`src/rtl/pvr_vram_arbiter.sv`:
```
`default_nettype none
// ============================================================================
// Module      : pvr_vram_arbiter
// Description : Shares the 32-bit PVR VRAM port between parser, ISP and texture
//               fetch clients. Optional round-robin via PVR_VRAM_ARB_RR_EN.
// Revision    : 1.0 - initial release
// ============================================================================
module pvr_vram_arbiter #(
  parameter int NUM_REQ         = 3,
  parameter int ADDR_W          = 24,
  parameter int MAX_OUTSTANDING = 4
) (
  input  logic                      clock,
  input  logic                      reset,
  input  logic [NUM_REQ-1:0]        req_rd,
  input  logic [NUM_REQ-1:0]        req_wr,
  input  logic [NUM_REQ*ADDR_W-1:0] req_addr,
  input  logic [NUM_REQ*32-1:0]     req_wdata,
  output logic [NUM_REQ-1:0]        req_ack,
  output logic [NUM_REQ-1:0]        rsp_valid,
  output logic [31:0]               rsp_data,
  output logic                      mem_rd,
  output logic                      mem_wr,
  output logic [ADDR_W-1:0]         mem_addr,
  output logic [31:0]               mem_wdata,
  input  logic                      mem_wait,
  input  logic                      mem_rvalid,
  input  logic [31:0]               mem_rdata,
  output logic                      err_stray
);

  localparam int c_TAG_W = (NUM_REQ > 1) ? $clog2(NUM_REQ) : 1;
  localparam int c_PTR_W = (MAX_OUTSTANDING > 1) ? $clog2(MAX_OUTSTANDING) : 1;
  localparam int c_CNT_W = $clog2(MAX_OUTSTANDING + 1);
  localparam logic [c_TAG_W:0]   c_NREQ = (c_TAG_W+1)'(NUM_REQ);
  localparam logic [c_CNT_W-1:0] c_FULL = c_CNT_W'(MAX_OUTSTANDING);
  localparam logic [NUM_REQ-1:0] c_ONE  = NUM_REQ'(1);

  localparam logic [0:0] c_ST_IDLE = 1'b0;
  localparam logic [0:0] c_ST_CMD  = 1'b1;

  logic [0:0]          r_state;
  logic [0:0]          w_state_nxt;
  logic                w_issue;
  logic                w_accept;

  logic [NUM_REQ-1:0]  w_elig;
  logic                w_rd_ok;
  logic                w_found;
  logic [c_TAG_W-1:0]  w_win;
  logic [c_TAG_W:0]    w_idx;
  logic [c_TAG_W-1:0]  w_base;
  logic                w_win_rd;

  logic [NUM_REQ-1:0]  r_req_ack;
  logic [NUM_REQ-1:0]  r_rsp_valid;
  logic [31:0]         r_rsp_data;
  logic                r_mem_rd;
  logic                r_mem_wr;
  logic [ADDR_W-1:0]   r_mem_addr;
  logic [31:0]         r_mem_wdata;
  logic                r_err_stray;
  logic [c_TAG_W-1:0]  r_win;

  logic [c_TAG_W-1:0]  r_tags [MAX_OUTSTANDING];
  logic [c_PTR_W-1:0]  r_wr_ptr;
  logic [c_PTR_W-1:0]  r_rd_ptr;
  logic [c_CNT_W-1:0]  r_count;
  logic                w_push;
  logic                w_pop;

`ifdef PVR_VRAM_ARB_RR_EN
  logic [c_TAG_W-1:0]  r_ptr;
  localparam logic [c_TAG_W-1:0] c_LAST = c_TAG_W'(NUM_REQ - 1);

  always_ff @(posedge clock) begin
    if (reset) begin
      r_ptr <= '0;
    end else if (w_accept) begin
      r_ptr <= (r_win == c_LAST) ? '0 : r_win + c_TAG_W'(1);
    end
  end

  assign w_base = r_ptr;
`else
  assign w_base = '0;
`endif

  // A client acked this cycle still holds its request; mask it so it is not re-issued.
  assign w_rd_ok = (r_count != c_FULL);

  always_comb begin
    w_elig = '0;
    for (int i = 0; i < NUM_REQ; i++) begin
      w_elig[i] = !r_req_ack[i] && (req_rd[i] ? w_rd_ok : req_wr[i]);
    end
  end

  always_comb begin
    w_found = 1'b0;
    w_win   = '0;
    w_idx   = '0;
    for (int k = NUM_REQ - 1; k >= 0; k--) begin
      w_idx = {1'b0, w_base} + (c_TAG_W+1)'(k);
      if (w_idx >= c_NREQ) begin
        w_idx = w_idx - c_NREQ;
      end
      if (w_elig[w_idx[c_TAG_W-1:0]]) begin
        w_found = 1'b1;
        w_win   = w_idx[c_TAG_W-1:0];
      end
    end
  end

  assign w_win_rd = req_rd[w_win];

  always_ff @(posedge clock) begin
    if (reset) begin
      r_state <= c_ST_IDLE;
    end else begin
      r_state <= w_state_nxt;
    end
  end

  always_comb begin
    w_state_nxt = r_state;
    case (r_state)
      c_ST_IDLE: if (w_found)   w_state_nxt = c_ST_CMD;
      c_ST_CMD:  if (!mem_wait) w_state_nxt = c_ST_IDLE;
      default:   w_state_nxt = c_ST_IDLE;
    endcase
  end

  always_comb begin
    w_issue  = (r_state == c_ST_IDLE) && w_found;
    w_accept = (r_state == c_ST_CMD) && !mem_wait;
  end

  always_ff @(posedge clock) begin
    if (reset) begin
      r_req_ack   <= '0;
      r_mem_rd    <= 1'b0;
      r_mem_wr    <= 1'b0;
      r_mem_addr  <= '0;
      r_mem_wdata <= '0;
      r_win       <= '0;
    end else begin
      r_req_ack <= '0;
      if (w_issue) begin
        r_mem_rd    <= w_win_rd;
        r_mem_wr    <= !w_win_rd;
        r_mem_addr  <= req_addr[w_win*ADDR_W +: ADDR_W];
        r_mem_wdata <= req_wdata[w_win*32 +: 32];
        r_win       <= w_win;
      end else if (w_accept) begin
        r_mem_rd  <= 1'b0;
        r_mem_wr  <= 1'b0;
        r_req_ack <= c_ONE << r_win;
      end
    end
  end

  // Tag FIFO: read data returns in issue order, so the head tag names its owner.
  assign w_push = w_accept && r_mem_rd;
  assign w_pop  = mem_rvalid && (r_count != '0);

  always_ff @(posedge clock) begin
    if (w_push) begin
      r_tags[r_wr_ptr] <= r_win;
    end
  end

  always_ff @(posedge clock) begin
    if (reset) begin
      r_wr_ptr    <= '0;
      r_rd_ptr    <= '0;
      r_count     <= '0;
      r_rsp_valid <= '0;
      r_rsp_data  <= '0;
      r_err_stray <= 1'b0;
    end else begin
      r_rsp_valid <= '0;
      if (w_push) begin
        r_wr_ptr <= r_wr_ptr + c_PTR_W'(1);
      end
      if (w_pop) begin
        r_rd_ptr    <= r_rd_ptr + c_PTR_W'(1);
        r_rsp_valid <= c_ONE << r_tags[r_rd_ptr];
        r_rsp_data  <= mem_rdata;
      end
      case ({w_push, w_pop})
        2'b10:   r_count <= r_count + c_CNT_W'(1);
        2'b01:   r_count <= r_count - c_CNT_W'(1);
        default: r_count <= r_count;
      endcase
      if (mem_rvalid && (r_count == '0)) begin
        r_err_stray <= 1'b1;
      end
    end
  end

  assign req_ack   = r_req_ack;
  assign rsp_valid = r_rsp_valid;
  assign rsp_data  = r_rsp_data;
  assign mem_rd    = r_mem_rd;
  assign mem_wr    = r_mem_wr;
  assign mem_addr  = r_mem_addr;
  assign mem_wdata = r_mem_wdata;
  assign err_stray = r_err_stray;

endmodule
`default_nettype wire

```
`config.mk`:
```
export PLATFORM = sky130hd
export DESIGN_NAME = pvr_vram_arbiter
export DESIGN_NICKNAME = d
export VERILOG_FILES = /design/src/rtl/pvr_vram_arbiter.sv
export SDC_FILE = /design/constraint.sdc
export NUM_CORES = 1
export LEC_CHECK = 0
export ABC_AREA = 1
export CAP_MARGIN = 15
export CORE_MARGIN = 3
export CORE_UTILIZATION = 44
export CTS_CLUSTER_SIZE = 28
export DETAILED_ROUTE_END_ITERATION = 6
export PLACE_DENSITY_LB_ADDON = 0.15
export SLEW_MARGIN = 25
export SYNTH_ARGS = -nofsm -noshare
export SYNTH_HDL_FRONTEND = slang
export SYNTH_SLANG_ARGS = --single-unit
```
`constraint.sdc`:
```
create_clock -name clock -period 6.34 [get_ports clock]
set_clock_uncertainty 0.05 [all_clocks]
set_input_delay 1.268 -clock clock [delete_from_list [all_inputs] [get_ports clock]]
set_output_delay 1.268 -clock clock [all_outputs]
set_load 0.03 [all_outputs]
```
# Word-level counts from Yosys, hierarchy flattened

Memories as Yosys holds them, arrays and structs flattened. A register that Yosys moved wholly into a read port is not among the register bits.
Index checks and enable logic that the tools add are counted.

Memories: 1
Register bits after elaboration: 107
Logic and storage cells: 71
Output and inout port bits: 97
Memory bits (writable): 8

Bitwise logic cells: 3
Equal/unequal tests: 3
$add $sub $neg: 4
Multiply operators: 1
$lt $le $gt $ge: 1
Reductions and logical operators: 19
Muxes and demuxes: 22
Shift-type cells: 4

Memory list:

| name   | depth | bits a word | read ports | clocked after memory_dff | wr ports | RTL line | RTL |
|---|---|---|---|---|---|---|---|
| r_tags | 4     | 2           | 1          | 1                        | 1        | 65       | `logic [c_TAG_W-1:0] r_tags [MAX_OUTSTANDING];` |

Operators with widths:

| operator                                                    | number |
|---|---|
| indexed part select 96 x 8 -> 32 bit                        | 1 |
| indexed part select 72 x 8 -> 24 bit                        | 1 |
| two-way mux 1 bit                                           | 14 |
| two-way mux 2 bit                                           | 5 |
| logical AND 1 bit                                           | 8 |
| one-hot mux 3 bit (2 select lines)                          | 1 |
| << shifter 1 x 2 -> 3 bit (first input constant)            | 2 |
| logical NOT 1 bit                                           | 5 |
| adder 2 x 1 -> 2 bit (second input constant)                | 2 |
| multiplier 2 x 2 -> 4 bit (second input constant)           | 1 |
| nonzero test 2 bit                                          | 2 |
| adder 3 x 1 -> 3 bit (second input constant)                | 1 |
| logical NOT 3 bit                                           | 1 |
| less-than comparator 2 x 3 -> 1 bit (second input constant) | 1 |
| != test 3 bit (second input constant)                       | 1 |
| inverter 1 bit                                              | 3 |
| nonzero test 3 bit                                          | 1 |
| OR reduction 3 bit                                          | 1 |
| subtractor 3 x 1 -> 3 bit (second input constant)           | 1 |
| binary-select mux 1 bit (select 2 bit)                      | 1 |
| == test 2 x 1 -> 1 bit (second input constant)              | 1 |
| == test 2 bit (second input constant)                       | 1 |
| one-hot mux 1 bit (2 select lines)                          | 1 |
| OR reduction 2 bit                                          | 1 |

# Longest topological paths before layout

Depth after elaboration: 10
Mapped depth: 12
Gate-level depth less buffers: 11

# Least setup slack after synthesis

No wires, ideal clock.

Kind: in2reg
Start point: input port mem_rvalid
End point: register r_count[2]
Required time: 6.168 ns
Cell stages on the path: 10
Arrival time: 2.688 ns
Path buffers: 1
Path slack: 3.480 ns
Path through: nand2_1 inv_2 buf_2 ha_1 inv_1 fa_1 a21oi_1 o21ai_0 o21ai_0 a21oi_1

Longest elaborated chain between the ends: 3
Elaborated cells on any way between the ends: 5

RTL lines:

| element                                                                  | RTL line | RTL |
|---|---|---|
| start, declared                                                          | 27       | `input logic mem_rvalid,` |
| logical AND 1 bit *                                                      | 165      | `assign w_pop = mem_rvalid && (r_count != '0);` |
| net w_pop                                                                | 70       | `logic w_pop;` |
| == test 2 x 1 -> 1 bit or == test 2 bit (tied branches)                  | 191      | `case ({w_push, w_pop})` |
| one-hot mux 3 bit (2 select lines) or nonzero test 2 bit (tied branches) | n/a      |  |
| end signal, assigned                                                     | 192      | `2'b10: r_count <= r_count + c_CNT_W'(1);` |
| end signal, assigned                                                     | 193      | `2'b01: r_count <= r_count - c_CNT_W'(1);` |
| end signal, assigned                                                     | 194      | `default: r_count <= r_count;` |
| end, declared                                                            | 68       | `logic [c_CNT_W-1:0] r_count;` |

Mark *: on every way through the listed nets, which the timed path passes. The rest lies on a longest branch.
A chain may end at the register's enable or synchronous reset.

# Worst setup path in the final report

Start point: input port mem_rvalid
End point: register r_count[2]

Longest elaborated chain between the ends: 3
Elaborated cells on any way between the ends: 5

RTL lines:

| element                                                                  | RTL line |
|---|---|
| logical AND 1 bit *                                                      | 165 |
| == test 2 x 1 -> 1 bit or == test 2 bit (tied branches)                  | 191 |
| one-hot mux 3 bit (2 select lines) or nonzero test 2 bit (tied branches) | n/a |

Mark *: on every way between the ends. The rest lies on a longest branch, timed or not.

==> summary by stage <==
Status
The run finished with clean final reports.

Floorplanning
The die covers between 15000 and 20000 µm². Row generation in the floorplan step produced 42 rows. 307 I/O pins were placed. The initial utilization of the core area, before any placement, comes to 45.5%. In this run the standard cell core region covers 13300 µm². The chip width is ~120 µm. The y dimension of the die is 123 µm.

Timing
The total count of max-transition violations in the final report is 0. The worst-case headroom to the max-slew limit is a little under two fifths. At the pin with the least slew margin, the transition time is 0.949 ns. The highest attainable clock frequency is 252 MHz.

The count of endpoints failing setup in the final report is 0. Setup repair after global routing left no endpoint under its margin. The final count of hold timing violations came to 0. The setup total negative slack is 0 ns. The worst hold slack is 0.406 ns. Subtracting the final worst setup slack from the clock period gives 3.96 ns. Across all setup checks in the final design, the least slack found is 2.38 ns. The final period utilization is 62.5%.

Synth
Synthesis produced 893 cells. The net count after synthesis is 1109. The area share of fa/ha/maj cells after synthesis is 1.36%. The average size of a mapped cell is 6.80 µm². The mux cell area share after synthesis is 0%. The Yosys warning count is 0. After synthesis the cells add up to about 6000 µm². The share of the synthesized area in compound gates (AO/OA/AOI/OAI) is 14.1%. The fraction of synthesized cell area in xor and xnor cells is 0%. The combinational family with the most area after synthesis is simple AND/OR/NAND/NOR gates. The register bit count reported by yosys is 117. Sequential elements use between 30% and 40% of the synthesized area. The post-synthesis share of cell area spent on and, or, nand and nor gates is 30.8%. The number of different library cells used by synthesis comes to 26.

Power
The worst-case IR drop observed on VDD is 176 µV. Combinational logic burns a little over a quarter of the power. For this design the total switching power over the nets is 0.728 mW. The static leakage is 4.24 nW. The net switching share of the total power is 29.7%. The share of total power in the clock network is a little under two fifths. Internal power comes to 1.72 mW. The power per standard cell area is between 200 and 300 nW/µm². The design draws about 2.5 mW. The proportion of power drawn by flip-flops and latches is 34.5%.

Detailed routing
The number of remaining DRC errors is 0. The violation count after the first detailed-route iteration is 408. Dividing the detail-routed via count by the number of cells gives between 4 and 5.

The routed length per instance is 15.2 µm. The via count of the routed design is 6596. The count of antenna-violating nets left after detailed routing is 0.

For this run, the detailed router's first-pass iteration total came to 4. The routed design has 20500 µm of wire.

Global route
The wire length of the first global-routing pass is 31100 µm. For this run, global-route usage on met1 was measured as 29.8%. The global routing usage summed across all routing layers is 26.3%. The layer with the highest usage after global routing is met2. For met3 alone, demand over resource in global routing was around a tenth. Global routing used between 40 and 50% of the available met2 tracks.

The number of global-route vias before repair is 6219. The initial antenna violation count came to 0. The remaining global-route overflow is 0. Entering global routing, the biggest net connects 90 pins.

Worst setup path
The startpoint identified for the worst register-to-register timing path is r_count[2]. Of all nets on the critical path, the largest fanout is 37. The setup slack of the worst register-to-register path is 3.13 ns. The critical path is of the input pin to flop type. The largest single stage delay on the critical path is approximately 0.74 ns. The kind of end point of the critical path is a flop. The master of the slowest instance on the critical path is inv_2. Data on the critical path arrives at its endpoint at 4.22 ns. Walking the worst path, the cells encountered are clkdlybuf4s50_1 -> nand2_1 -> inv_2 -> ha_1 -> inv_1 -> fa_1 -> a21oi_1 -> o21ai_0 -> o21ai_0 -> a21oi_1. The path depth of the worst reg2reg path is 11. Data on the critical path is required at its endpoint by 6.59 ns. The nature of the critical path startpoint is an input pin. The endpoint of the worst-slack reg-to-reg timing path is r_count[2].

Clock network
TritonCTS built the clock tree. The number of clock sinks is 117. The number of hold buffers added after CTS was 0. The library cell used as clock root buffer is clkbuf_16. In this run the post-CTS setup repair buffer count came out at 0. In this run, CTS created clock tree buffers numbering 17.

The post-CTS clock slew at the launch and capture registers of the worst setup and hold paths is 0.05 ns. In this run the number of H-tree levels came out at 4. For the worst-skew pair, the clock arrives at the later sink with an insertion delay of approximately 0.42 ns. The maximum clock path buffer count is 2. Post-CTS repair changed the size of 0 cells.

Placement
Timing analysis after detailed placement gives a worst setup slack of 1.93 ns. The count of input and output buffers is 306. Once detailed placement completed, the half-perimeter wirelength came to 14200 µm.

The number of placed cells counting well taps is 1323. The instance area after placement is 9080 µm². At the end of routability-driven placement, the weighted congestion stood at 0.826.

Cells and area
The number of fill cells in the layout is 1147. The net count of the finished layout is about 1400. From synthesis to final layout, the design area changed by 59.1%. The proportion of layout cells with a drive suffix above 1 is 4.16%.

The end-of-flow core utilization is 72.4%. 0 antenna diodes ended up in the layout. The number of non-filler instances in the completed layout is 1354. The post-route standard cell area excluding fillers is ~9700 µm².

Flow run
Max-cap violations in this run came to 0.

Min path
The worst hold path was traced through 2 stages. The endpoint with the worst hold slack is err_stray. The startpoint of the worst hold path is err_stray. The class of the tightest hold or removal check is flop to flop.
[worst max-delay path, delay by kind of cell]
family          cells  cell delay (ns)
simple gates        1             0.53
buf+inv             3             1.29
compound gates      4             0.47
fa+ha+maj           2             0.64
[cells by family (layout without fill, tap and decap cells)]
kind of cell               count (synthesis)  after routing
AOI/OAI and AO/OA                        169            169
buffers and inverters                    195            480
and+or+nand+nor                          406            406
DFF                                      117            117
adders and majority gates                  6              6
[worst max path at each step]
stage / startpoint / endpoint / slack, ns
6_report: mem_rvalid / r_count[2] / 2.38
5_1_grt: mem_rvalid / r_count[2] / 1.98
4_1_cts: mem_rvalid / r_count[2] / 2.37
3_5_place_dp: mem_rvalid / r_count[2] / 1.93
3_3_place_gp: mem_rvalid / r_count[2] / 2.02
2_1_floorplan: mem_rvalid / r_count[2] / 3.48
[cell usage after synthesis]
master      n  area (µm²)
a21oi_1   127         636
a32o_1      1        10.0
a32oi_1     1        8.76
buf_1       5        18.8
buf_2      24         120
buf_4       6        45.0
buf_6       7        78.8
clkbuf_1   16        60.1
dfxtp_1   109        2180
edfxtp_1    8         240
fa_1        1        20.0
ha_1        5        62.6
inv_1     134         503
inv_2       3        11.3
nand2_1   189         709
nand2_2     3        18.8
nand2_4     2        22.5
nand3_1    65         325
nand3_2     2        20.0
nand3b_1   56         420
nor2_1     83         312
nor2_4      2        22.5
nor3_1      3        15.0
nor3b_1     1        7.51
o21a_1      1        7.51
o21ai_0    39         195
[power groups by stage]
stage / sequential, mW / combinational, mW / clock (mW)
after floorplan: 0.981 / 0.244 / 0
after global placement: 0.859 / 0.658 / 0
after detailed placement: 0.861 / 0.663 / 0
after CTS: 0.846 / 0.668 / 0.955
after global routing: 0.854 / 0.725 / 0.987
final: 0.846 / 0.664 / 0.940
[layout by cell type, fill, tap and decap left out, drive strengths merged]
master / count
ha: 5
fa: 1
inv: 137
clkinv: 5
a32oi: 1
o21a: 1
edfxtp: 8
clkbuf: 22
nand2: 194
dfxtp: 109
nor3b: 1
nor2: 85
nand3b: 56
clkinvlp: 2
a21oi: 127
clkdlybuf4s50: 306
nor3: 3
a32o: 1
bufinv: 2
o21ai: 39
buf: 6
nand3: 67
[cell type report]
class | count | area, µm² | share of cell area (%)
clock inverters | 9 | 104 | 1.08
repair buffers | 312 | 3110 | 32.2
multi-input cells | 581 | 2820 | 29.1
inverters | 137 | 514 | 5.32
flip-flops and latches | 117 | 2420 | 25.1
well taps | 176 | 220 | 2.28
clock buffers | 22 | 474 | 4.91
[sequential cells by signal, indices dropped and copies added (netlist names), named ones only]
register	count
r_wr_ptr	2
rsp_data	32
r_rd_ptr	2
mem_addr	24
r_tags	8
mem_rd	1
r_state	1
err_stray	1
r_count	3
mem_wdata	32
r_win	2
req_ack	3
rsp_valid	3
mem_wr	1
[layer usage]
metal	wire length [µm]	share of wire, %
met1	7940	39
met3	2070	10
met5	0	0
met4	581	2.8
met2	9930	48
No activity file was read; power rests on OpenSTA's default activity.
